File: config.mk
export PLATFORM = sky130hd
export DESIGN_NAME = eth_pcs_block_lock
export DESIGN_NICKNAME = d
export VERILOG_FILES = /design/src/rtl/eth_pcs_block_lock.sv
export SDC_FILE = /design/constraint.sdc
export NUM_CORES = 1
export LEC_CHECK = 0
export CORE_MARGIN = 1.5
export CORE_UTILIZATION = 58
export DETAILED_ROUTE_END_ITERATION = 10
export PLACE_DENSITY = 0.75
export SETUP_SLACK_MARGIN = 0.4
export SLEW_MARGIN = 0
export SYNTH_ARGS = -nofsm -noshare
export SYNTH_HDL_FRONTEND = slang
export SYNTH_SLANG_ARGS = --single-unit
File: constraint.sdc
create_clock -name i_clk -period 2.5 [get_ports i_clk]
set_input_delay 0.25 -clock i_clk [delete_from_list [all_inputs] [get_ports i_clk]]
set_output_delay 0.25 -clock i_clk [all_outputs]
set_load 0.005 [all_outputs]
File: src/rtl/eth_pcs_block_lock.sv
// rtl/eth_pcs_block_lock.sv - 64b/66b PCS block lock state machine
`timescale 1ns/1ps

module eth_pcs_block_lock #(
    parameter int SH_CNT_MAX   = 64,
    parameter int SH_INVLD_MAX = 16,
    parameter int SLIP_WAIT    = 4,
    parameter int W_SYNC       = 2
) (
    input  logic              i_clk,
    input  logic              i_reset,
    input  logic              i_clk_en,
    input  logic [W_SYNC-1:0] i_sync_hdr,
    output logic              o_slip,
    output logic              o_block_lock,
    output logic              o_sh_valid
);

    // Counters are sized to hold their terminal value so they never wrap.
    localparam int CNT_W  = $clog2(SH_CNT_MAX + 1);
    localparam int INV_W  = $clog2(SH_INVLD_MAX + 1);
    localparam int WAIT_W = $clog2(SLIP_WAIT + 1);

    typedef enum logic [1:0] {
        LOCK_INIT,
        TEST_SH,
        SLIP_WAIT_ST
    } state_t;

    state_t              state_q, state_d;
    logic [CNT_W-1:0]    sh_cnt_q, sh_cnt_d, sh_cnt_inc;
    logic [INV_W-1:0]    invld_q, invld_d, invld_inc;
    logic [WAIT_W-1:0]   wait_q, wait_d, wait_inc;
    logic                lock_q, lock_d;
    logic                slip_q, slip_d;
    logic                valid_q, valid_d;
    logic                hdr_valid;

    // Only 01 and 10 are legal sync headers (data / control block).
    assign hdr_valid = i_sync_hdr[1] ^ i_sync_hdr[0];

    assign o_slip       = slip_q;
    assign o_block_lock = lock_q;
    assign o_sh_valid   = valid_q;

    // State and output registers; reset forces all outputs low at once.
    always_ff @(posedge i_clk or posedge i_reset) begin
        if (i_reset) begin
            state_q  <= LOCK_INIT;
            sh_cnt_q <= '0;
            invld_q  <= '0;
            wait_q   <= '0;
            lock_q   <= 1'b0;
            slip_q   <= 1'b0;
            valid_q  <= 1'b0;
        end else begin
            state_q  <= state_d;
            sh_cnt_q <= sh_cnt_d;
            invld_q  <= invld_d;
            wait_q   <= wait_d;
            lock_q   <= lock_d;
            slip_q   <= slip_d;
            valid_q  <= valid_d;
        end
    end

    // Next-state logic: one header is judged per enabled cycle.
    always_comb begin
        state_d    = state_q;
        sh_cnt_d   = sh_cnt_q;
        invld_d    = invld_q;
        wait_d     = wait_q;
        lock_d     = lock_q;
        slip_d     = 1'b0;
        valid_d    = valid_q;
        sh_cnt_inc = sh_cnt_q + CNT_W'(1);
        invld_inc  = invld_q + INV_W'(!hdr_valid);
        wait_inc   = wait_q + WAIT_W'(1);

        case (state_q)
            LOCK_INIT: begin
                sh_cnt_d = '0;
                invld_d  = '0;
                wait_d   = '0;
                lock_d   = 1'b0;
                state_d  = TEST_SH;
            end
            TEST_SH: begin
                if (i_clk_en) begin
                    valid_d  = hdr_valid;
                    sh_cnt_d = sh_cnt_inc;
                    invld_d  = invld_inc;
                    if (!lock_q) begin
                        // Acquiring: any bad header means wrong alignment.
                        if (!hdr_valid) begin
                            slip_d   = 1'b1;
                            sh_cnt_d = '0;
                            invld_d  = '0;
                            wait_d   = '0;
                            state_d  = SLIP_WAIT_ST;
                        end else if (sh_cnt_inc == CNT_W'(SH_CNT_MAX)) begin
                            lock_d   = 1'b1;
                            sh_cnt_d = '0;
                            invld_d  = '0;
                        end
                    end else begin
                        // Locked: too many bad headers wins over window end.
                        if (invld_inc == INV_W'(SH_INVLD_MAX)) begin
                            lock_d   = 1'b0;
                            slip_d   = 1'b1;
                            sh_cnt_d = '0;
                            invld_d  = '0;
                            wait_d   = '0;
                            state_d  = SLIP_WAIT_ST;
                        end else if (sh_cnt_inc == CNT_W'(SH_CNT_MAX)) begin
                            sh_cnt_d = '0;
                            invld_d  = '0;
                        end
                    end
                end
            end
            SLIP_WAIT_ST: begin
                // Let the gearbox settle; headers here are not judged.
                if (i_clk_en) begin
                    wait_d = wait_inc;
                    if (wait_inc == WAIT_W'(SLIP_WAIT)) begin
                        wait_d   = '0;
                        sh_cnt_d = '0;
                        invld_d  = '0;
                        state_d  = TEST_SH;
                    end
                end
            end
            default: begin
                state_d = LOCK_INIT;
            end
        endcase
    end

endmodule

==> impl_metrics.tcl <==
set metrics [dict create \
    status "completed" \
    syn2layout_area_growth_pct 21.8 \
    synthCells 129 \
    yosys_warnings 0 \
    wl_um 2960 \
    hold_violations 0 \
    powerDensity_nw_per_um2 598 \
    power_frac_clock 0.172 \
    clock_latency_ns 0.31 \
    synth.distinct_cells 50 \
    setup.worst_path.end_class "flip-flop" \
    skew_ns 0.00392 \
    htree_levels 1 \
    setup_viol 0 \
    worst-r2r-cell-count 7 \
    placed_area_um2 1420 \
    ant_nets 0 \
    core-area_um2 2000 \
    reg2reg_slack_ns 0.42 \
    synthArstFlopShare 1.00 \
    p_int_uw 586 \
    diodes 0 \
    cts_tree "built" \
    crit_path_max_fanout 6 \
    combPwrFrac 0.361 \
    grtUsageTotal 0.261 \
    dr_total_vias 1127 \
    fmax_mhz 480 \
    grt_pass1_wl_um 4970 \
    drtPass1Iterations 4 \
    synth_nets 139 \
    initial_core_util 0.634 \
    dp_hpwl_um 1900 \
    synthesis.area_um2 1270 \
    seq_area_frac_synth 0.394 \
    route.detailed.drc 0 \
    ys.flop_type "dfrtp_1" \
    ys_seq_elements 20 \
    gp_congestion 0.776 \
    io_buffers 7 \
    crit_type "reg -> reg" \
    final_area_um2 1550 \
    period_needed_ns 2.08 \
    rsz0062_at_grt "false" \
    numClockSinks 20 \
    startpoint_type "flip-flop" \
    final.period_utilization 0.833 \
    worstReg2RegEnd "sh_cnt_q[0]" \
    switchingPower_uw 338 \
    yosysMostFrequentCell "dfrtp_1" \
    grt_max_degree 21 \
    ios 8 \
    post_drt_wl_per_cell_um 16.9 \
    numCtsBuffers 3 \
    cap_violations 0 \
    p_leak_nw 0.633 \
    reg2reg_from "invld_q[0]" \
    slew_headroom 0.474 \
    slew_violations 0 \
    avgSynthCellArea_um2 9.84 \
    synth.largest_area_cell "dfrtp_1" \
    arrival_ns 2.28 \
    yosysTopAreaCellShare 0.394 \
    layout-drive-gt1-share 0.243 \
    cp.required_ns 2.70 \
    final_nets 160 \
    drt_iter0_markers 19 \
    num_rows 16 \
    p_sw_frac 0.366 \
    cts.clk_slew.worst_paths_ns 0.11 \
    grt_overflow 0 \
    fp.dieArea_um2 2480 \
    ir_drop_mv 0.512 \
    tightest_slew_ns 0.787 \
    die_x_um 49.8 \
    antenna_found_initial 0 \
    seqPwrFrac 0.468 \
    min_path_type "in -> async" \
    synth_commonest_cells "dfrtp_1 (20), nand2_1 (12), nand3_1 (10)" \
    yosys-top-cells-area "dfrtp_1 (39%), ha_1 (4.9%), nand3_1 (3.9%), nand2_1 (3.6%), a22o_1 (3.5%)" \
    die_y_um 49.8 \
    synth_edf_count 0 \
    fillers 139 \
    fin_hold_ws_ns 0.377 \
    grt_pass1_vias 1110 \
    cts_max_path_buffers 2 \
    cts-root-buf "clkbuf_4" \
    vias_per_cell 6.44 \
]
worst max-delay path, stage by stage, from the launching register on:
cell and delay (ns):
dfrtp_1 0.40, ha_2 0.20, ha_4 0.24, nor2_4 0.11, nand4_1 0.27, o21ai_4 0.38
nor3_4 0.10, mux2_1 0.29
sequential cells by signal, summed over array words and instances, names as in the netlist:
| name | cells |
|---|---|
| sh_cnt_q | 7 |
| invld_q | 5 |
| wait_q | 3 |
| state_q | 2 |
| o_block_lock | 1 |
| o_sh_valid | 1 |
| o_slip | 1 |
per-stage QoR:
step / utilization / TNS [ns] / instances / worst slack (ns) / total power, mW
detailed placement: 0.711 / -0.219 / 168 / -0.0778 / 0.718
global route: 0.772 / 0 / 175 / 0.361 / 0.976
global placement: 0.711 / -0.0353 / 168 / -0.0329 / 0.704
floorplan: - / 0 / 129 / 0.429 / 0.606
CTS: 0.746 / 0 / 173 / 0.458 / 0.891
finish: 0.772 / 0 / 175 / 0.418 / 0.924
logic make-up after synthesis:
family,share of synthesized area
compound gates,0.241
simple gates,0.237
flops,0.394
buf+inv,0.0424
fa+ha+maj,0.0493
mux,0.00888
xor+xnor,0.0276
layer usage:
metal  share of wire  vias up  GRT usage
li1                -      537          -
met1            0.44      558      0.331
met2            0.51       23      0.438
met3           0.027        9     0.0455
met4           0.023        0      0.106
met5               0        -          0
power groups by stage:
stage          Sequential (mW)  Clock [mW]  Combinational (mW)
3_5_place_dp             0.436           0               0.282
4_1_cts                  0.429       0.160               0.302
5_1_grt                  0.437       0.175               0.363
6_report                 0.432       0.159               0.333
3_3_place_gp             0.432           0               0.273
2_1_floorplan            0.413           0               0.193
timing repair:
| action | CTS | global route |
|---|---|---|
| gates cloned | 1 | 0 |
| hold buffers | 0 | 0 |
| setup buffers | 1 | 2 |
| resized for setup | 10 | 6 |
| pin swaps | 5 | 3 |
| setup endpoints to repair | 14 | 6 |
worst max path at each step:
stage	from	slack, ns	endpoint
6_report	invld_q[0]	0.42	sh_cnt_q[0]
5_1_grt	invld_q[0]	0.36	sh_cnt_q[0]
4_1_cts	invld_q[0]	0.46	sh_cnt_q[2]
3_5_place_dp	i_sync_hdr[0]	-0.08	sh_cnt_q[0]
3_3_place_gp	i_sync_hdr[0]	-0.03	sh_cnt_q[0]
2_1_floorplan	i_sync_hdr[0]	0.43	sh_cnt_q[4]
layout by cell type (no fill, tap or decap), types with 2 or more instances in the layout:
cell	Yosys	final
dfrtp_1	20	20
nand2_1	12	12
buf_4	0	11
nand3_1	10	10
inv_1	5	5
a22o_1	5	5
nor3_1	5	5
clkdlybuf4s50_1	0	5
o21ai_0	4	4
nor2b_1	4	3
nor4_1	3	3
a31oi_1	3	3
ha_1	5	3
clkbuf_4	0	3
a21oi_4	2	2
o21ai_4	1	2
and2_1	2	2
a21oi_1	2	2
nand3b_1	2	2
a221o_1	2	2
o41ai_1	2	2
xnor2_1	3	2
nor2_1	4	2
dlygate4sd2_1	0	2
buf_6	1	2
cell type report:
type	count	area [µm²]	area share
Clock buffer	3	22.5	0.0146
Inverter	6	22.5	0.0146
Multi-Input combinational cell	99	793	0.513
Sequential cell	20	500	0.324
Tap cell	27	33.8	0.0219
Timing Repair Buffer	20	173	0.112
No activity file was read; power rests on OpenSTA's default activity.
